$ cat config.mk
export PLATFORM = sky130hd
export DESIGN_NAME = fifo_rd_stream
export DESIGN_NICKNAME = d
export VERILOG_FILES = /design/src/rtl/fifo_rd_stream_pkg.sv /design/src/rtl/stream_buf2.sv /design/src/rtl/fifo_rd_stream.sv
export SDC_FILE = /design/constraint.sdc
export NUM_CORES = 1
export LEC_CHECK = 0
export CORE_MARGIN = 10
export CORE_UTILIZATION = 40
export DETAILED_ROUTE_END_ITERATION = 10
export GPL_ROUTABILITY_DRIVEN = 0
export GPL_TIMING_DRIVEN = 1
export PLACE_DENSITY = 0.66
export SETUP_SLACK_MARGIN = 0.05
export SLEW_MARGIN = 40
export SYNTH_ARGS = -nofsm -noshare
export SYNTH_HDL_FRONTEND = slang
export SYNTH_SLANG_ARGS = --single-unit
$ cat constraint.sdc
create_clock -name clk -period 6.6 [get_ports clk]
set_input_delay 1.65 -clock clk [delete_from_list [all_inputs] [get_ports clk]]
set_output_delay 1.65 -clock clk [all_outputs]
set_load 0.005 [all_outputs]
$ cat src/rtl/fifo_rd_stream_pkg.sv
// Shared types and helpers for the FIFO read-side stream adapter.
package fifo_rd_stream_pkg;

  localparam int BUF_DEPTH = 2;

  // Occupancy of the 2-entry output buffer: 0, 1 or 2.
  typedef logic [1:0] occ_t;

  function automatic int log2_ceil(input int value);
    int width;
    width = 0;
    while ((1 << width) < value) width++;
    return width;
  endfunction

endpackage

$ cat src/rtl/stream_buf2.sv
// Two-entry FIFO-ordered skid buffer; entry 0 is the head and drives the output.
module stream_buf2
  import fifo_rd_stream_pkg::*;
#(
  parameter int DSIZE = 8
) (
  input  logic             clk,
  input  logic             rst,
  input  logic             i_wr,
  input  logic [DSIZE-1:0] i_wdata,
  input  logic             i_rd,
  output occ_t             o_occ,
  output logic [DSIZE-1:0] o_head,
  output logic             o_valid
);

  occ_t             r_occ;
  logic             r_valid;
  logic [DSIZE-1:0] r_ent0;
  logic [DSIZE-1:0] r_ent1;

  logic             w_rd;
  occ_t             w_occ_nxt;
  occ_t             w_wr_slot;

  assign w_rd      = i_rd & r_valid;
  // A pop in the same cycle shifts the tail down, so the write lands one slot lower.
  assign w_wr_slot = r_occ - occ_t'(w_rd);

  // NOTE: every always_comb output gets a default first so no latch is inferred.
  always_comb begin
    w_occ_nxt = r_occ;
    case ({i_wr, w_rd})
      2'b10:   w_occ_nxt = r_occ + occ_t'(1);
      2'b01:   w_occ_nxt = r_occ - occ_t'(1);
      default: w_occ_nxt = r_occ;
    endcase
  end

  // NOTE: state uses non-blocking assignments so all registers update from pre-edge values.
  always_ff @(posedge clk) begin
    if (rst) begin
      r_occ   <= '0;
      r_valid <= 1'b0;
      // NOTE: the two data entries are reset too, so m_data reads 0 after reset.
      r_ent0  <= '0;
      r_ent1  <= '0;
    end else begin
      r_occ   <= w_occ_nxt;
      r_valid <= (w_occ_nxt != '0);
      if (w_rd) r_ent0 <= r_ent1;
      if (i_wr) begin
        if (w_wr_slot == '0) r_ent0 <= i_wdata;
        else                 r_ent1 <= i_wdata;
      end
    end
  end

  assign o_occ   = r_occ;
  assign o_head  = r_ent0;
  assign o_valid = r_valid;

endmodule

$ cat src/rtl/fifo_rd_stream.sv
// Drains a 1-cycle-latency synchronous FIFO into a valid/ready stream,
// reading speculatively into a 2-entry buffer for 1 word/clk throughput.
module fifo_rd_stream
  import fifo_rd_stream_pkg::*;
#(
  parameter int DSIZE   = 8,
  parameter int PKT_LEN = 0,
  parameter int CW      = 16
) (
  input  logic             clk,
  input  logic             rst,
  input  logic             fifo_empty,
  input  logic [DSIZE-1:0] fifo_dout,
  output logic             fifo_rd_en,
  output logic [DSIZE-1:0] m_data,
  output logic             m_valid,
  input  logic             m_ready,
  output logic             m_last,
  output logic             busy
);

  localparam logic [CW-1:0] LAST_IDX = CW'((PKT_LEN == 0) ? 0 : PKT_LEN - 1);

  occ_t          w_occ;
  logic          w_valid;
  logic          w_pop;
  logic          w_acc;
  logic [2:0]    w_pending;
  logic          r_infl;
  logic [CW-1:0] r_pkt_cnt;

  assign w_pop     = w_valid & m_ready;
  // Words held or in flight once this cycle's pop leaves; a new read may make it at most 2.
  assign w_pending = {1'b0, w_occ} + {2'b00, r_infl} - {2'b00, w_pop};
  assign fifo_rd_en = ~rst & ~fifo_empty & (w_pending <= 3'd1);
  assign w_acc     = fifo_rd_en & ~fifo_empty;

  always_ff @(posedge clk) begin
    if (rst) r_infl <= 1'b0;
    else     r_infl <= w_acc;
  end

  stream_buf2 #(
    .DSIZE (DSIZE)
  ) u_buf (
    .clk     (clk),
    .rst     (rst),
    .i_wr    (r_infl),
    .i_wdata (fifo_dout),
    .i_rd    (w_pop),
    .o_occ   (w_occ),
    .o_head  (m_data),
    .o_valid (w_valid)
  );

  always_ff @(posedge clk) begin
    if (rst) begin
      r_pkt_cnt <= '0;
    end else if (w_pop) begin
      r_pkt_cnt <= (r_pkt_cnt == LAST_IDX) ? '0 : r_pkt_cnt + CW'(1);
    end
  end

  assign m_valid = w_valid;
  assign m_last  = (PKT_LEN != 0) & w_valid & (r_pkt_cnt == LAST_IDX);
  assign busy    = w_valid | r_infl;

endmodule

# Word-level counts from Yosys, hierarchy flattened
# Cells that the tools add are included.
# Widths: inputs -> output; s select.
[classes]
add_sub_neg = 5
n_mul = 0
n_div = 0
n_lt_le_gt_ge = 1
n_eq_ne = 2
shift = 0
n_mux = 4
bitwise_logic = 9
reduce_logical = 3
[ops]
columns = ["cell", "count"]
rows = [
  ["$mux 8", 3],
  ["$and 1x1->1", 5],
  ["$pmux 2 s2", 1],
  ["$add 2x1->3", 1],
  ["$le 3x1->1 const B", 1],
  ["$not 1->1", 3],
  ["$sub 3x1->3", 1],
  ["$add 2x1->2 const B", 1],
  ["$eq 2x1->1 const B", 1],
  ["$eq 2x2->1 const B", 1],
  ["$logic_not 2->1", 1],
  ["$reduce_and 2->1", 1],
  ["$reduce_bool 2->1", 1],
  ["$sub 2x1->2", 1],
  ["$sub 2x1->2 const B", 1],
  ["$or 1x1->1", 1],
]
[totals]
ff_bits = 20
latch_bits = 0
ramBits = 0
romBits = 0
in_bits = 12
output_inout_bits = 12
wordCells = 29
memories = 0

# Depth between registers and ports, before layout
[depth]
ltp_word = 6
ltp_mapped = 8
ltp_nobuf = 8

# Modules after synthesis
# A second synthesis with hierarchy kept.
[hier_totals]
cells_unflattened = 114
area_unflattened_um2 = 1144.8
[modules_own_cells]
columns = ["module", "instances", "cells_per_inst", "area_each_um2", "seq_area_each_um2"]
rows = [
  ["stream_buf2", 1, 100, 1018.5, 380.4],
  ["fifo_rd_stream", 1, 14, 126.4, 20.0],
]

# Worst setup path after synthesis
# OpenSTA, ideal clock, no wires.
[synth_timing]
path_type = "input to output"
start = "input port m_ready"
end = "output port fifo_rd_en"
arrival_time_ps = 3092
required_time_ps = 4950
setup_slack_ps = 1858
cell_stages = 8
path_buffers = 0
path_cell_list = "and2_1 ha_1 inv_1 ha_1 inv_1 fa_1 xor2_1 nor4b_1"
[synth_via]
elab_chain_len = 4
[synth_lines]
columns = ["item", "line_no", "source"]
rows = [
  ["from (decl)", "fifo_rd_stream.sv:17", "input logic m_ready,"],
  ["$and 1x1->1", "fifo_rd_stream.sv:32", "assign w_pop = w_valid & m_ready;"],
  ["$sub 3x1->3", "fifo_rd_stream.sv:34", "assign w_pending = {1'b0, w_occ} + {2'b00, r_infl} - {2'b00, w_pop};"],
  ["$le 3x1->1", "fifo_rd_stream.sv:35", "assign fifo_rd_en = ~rst & ~fifo_empty & (w_pending <= 3'd1);"],
  ["$and 1x1->1", "fifo_rd_stream.sv:35", ""],
  ["to (decl)", "fifo_rd_stream.sv:14", "output logic fifo_rd_en,"],
]
# Every way passes these cells.

# Worst setup path after layout
# Ends and elaborated chain as after synthesis.

==> flow_summary_export.csv <==
group,metric,value,unit
layout,post-route-util,53.1,%
floorplanning,fp.dieArea,5130,um^2
cts,ctsResizeCount,0,
global_route,grt_pass1_wl,3880,um
layout,final_nets,142,
floorplanning,pin_count,24,
yosys,synth.most_common_cell,"dfxtp_1",
cts,clk_latency,310,ps
placement,hpwl,1700,um
timing,max_freq,171,MHz
layout,fin_area,1330,um^2
cts,cts_made_buffers,3,
global_route,grt_pass1_vias,846,
cts,clkSinkCount,20,
global_route,antenna_found_initial,0,
yosys,syn_area,1070,um^2
drt,drtPass1Iterations,4,
outcome,outcome,"completed",
drt,top_layer,"met4",
yosys,synth_common_cells,"dfxtp_1 (20), a211oi_1 (16), mux2i_1 (16), nand2b_1 (16)",
yosys,synth-seq-cells,20,
yosys,syn_avg_cell_area,9.96,um^2
timing,slew_headroom,61.0,%
drt,routedWlPerCell,15.1,um
worst_setup_path,crit_fanout,4,
floorplanning,core_region_area,2500,um^2
drt,routedLengthMet1,1050,um
timing,setup_slack,752,ps
drt,drc,0,
cts,cts_setup_buffers,0,
pwr,power,0.506,mW
yosys,synth_top_area_share,37.6,%
worst_hold_path,min_path_cells,2,
cts,tritoncts,"built",
timing,fin_worst_skew,9.76,ps
layout,area_growth,24.5,%
drt,routed_wl,2340,um
timing,final-hold-violation-count,0,
yosys,synth_area_leader_cell,"dfxtp_1",
yosys,yosysWarnings,0,
cts,path_clk_slew,110,ps
cts,clock_path_buffers,2,
worst_setup_path,worstSetupEndpointType,"primary output",
global_route,grt_max_degree,30,
yosys,synthCells,107,
layout,diodes,0,
worst_hold_path,min_path_type,"reg -> reg",
cts,clockRootBuffer,"clkbuf_4",
drt,ant_nets,0,
placement,post_dp_cell_area,1270,um^2
floorplanning,start_util,42.6,%
run,drv_cap,0,
pwr,p_per_area,381,nW/um^2
drt,vias_per_cell,5.26,
worst_setup_path,rrSetupSlack,4590,ps
worst_setup_path,critPathLaunchType,"input port",
placement,pre_cts_slack,686,ps
pwr,peakVddDrop,225,uV
pwr,clock_power_share,19.9,%
worst_setup_path,worstPathArrival,4200,ps
yosys,synthTopCellsByArea,"dfxtp_1 (38%), mux2i_1 (15%), a211oi_1 (11%)",
global_route,globalRouteOverflowTotal,0,
timing,drv_slew,0,
drt,drt-initial-drc-count,27,
worst_setup_path,reg2reg_depth,4,
pwr,p_leak,0.480,nW
yosys,yosysUniqueCellTypes,30,
timing,worstMarginPinSlew,585,ps
timing,timing.final.crit_period,5850,ps
yosys,syn_nets,123,
pwr,comb_power_share,44.0,%
pwr,switchingPower,0.169,mW
cts,hold_buffers,0,
worst_setup_path,crit_required,4950,ps
cts,htree_levels,1,
floorplanning,std_cell_rows,18,
yosys,ys_async_sr_fraction,0,%
floorplanning,die_x,71.6,um
pwr,p_int,0.337,mW
timing,fin_tns_setup,0,ps
yosys,synth_edf_count,0,
worst_setup_path,path_class,"in -> out",
timing,setup_viol,0,
layout,drive_above_1_share,8.00,%
placement,port_buffers,22,
timing,finalCritPeriodShare,88.6,%
drt,via_count,815,
floorplanning,die_h,71.6,um
global_route,grt_use_total,9.28,%
pwr,swShare,33.4,%
drt,wl_met2,1100,um
yosys,yosysSeqAreaShare,37.6,%
drt,met3_wirelength,157,um
yosys,synthFlopType,"dfxtp_1",
pwr,p_seq_share,36.1,%
timing,rsz0062_at_grt,"false",
per-stage QoR:
step	std cells	hold WS (ps)
final	155	482
after global routing	155	512
after CTS	155	489
after detailed placement	151	471
after global placement	151	458
after floorplan	107	449
registers in the layout (all words and copies together) (netlist names):
signal,flops
u_buf.o_occ,2
u_buf.r_ent1,8
u_buf.o_valid,1
u_buf.o_head,8
r_infl,1
power groups by stage:
stage	Sequential [mW]	Clock (mW)	Combinational, mW
floorplan	0.180	0	0.152
global placement	0.184	0	0.221
detailed placement	0.186	0	0.226
CTS	0.183	0.103	0.227
global route	0.188	0.108	0.247
finish	0.183	0.100	0.222
worst max-delay path: stages:
cell	delay, ps
clkdlybuf4s50_1	450
and2_1	180
ha_1	270
inv_1	50
ha_1	130
inv_1	50
fa_1	370
xor2_1	190
nor4b_1	310
clkdlybuf4s50_1	570
kinds of logic (layout without fill, tap and decap cells):
| family | Yosys count | after routing | synth area share [%] |
|---|---|---|---|
| AND/OR/NAND/NOR | 29 | 29 | 17.3 |
| adder cells (fa/ha/maj) | 4 | 4 | 5.40 |
| multiplexers | 16 | 16 | 15.0 |
| other | 1 | 1 | 0.352 |
| buffers and inverters | 13 | 31 | 6.69 |
| AO/OA/AOI/OAI | 21 | 21 | 15.3 |
| flip-flops | 20 | 20 | 37.6 |
| XOR/XNOR | 3 | 3 | 2.47 |
cell usage in the layout (no fill, tap or decap), drive strengths merged, types with 2 or more instances in the layout:
cell           count
nor4b              2
ha                 3
mux2i             16
a211oi            16
inv                4
clkbuf             3
nor2               2
xor2               2
and2               2
dfxtp             20
clkdlybuf4s50     22
nand2b            16
metal layers:
metal  up-vias  GRT usage (%)
met1       383           9.93
met3         4           4.55
met5         -              0
met4         0           3.66
li1        413              -
met2        15           15.3
final timing paths:
kind              startpoint               to
max                  m_ready       fifo_rd_en
min          u_buf.r_ent1[0]  u_buf.r_ent1[0]
max reg2reg    u_buf.o_valid   u_buf.o_occ[1]
min reg2reg  u_buf.r_ent1[0]  u_buf.r_ent1[0]
final cells by class:
class	instances	area, um^2
fillers	245	1170
multi-input cells	74	594
flip-flops and latches	20	400
repair buffers	23	228
well taps	30	37.5
clock inverters	1	30.0
clock buffers	3	22.5
inverters	4	15.0
Note: power is estimated with default switching activity, not from simulation.
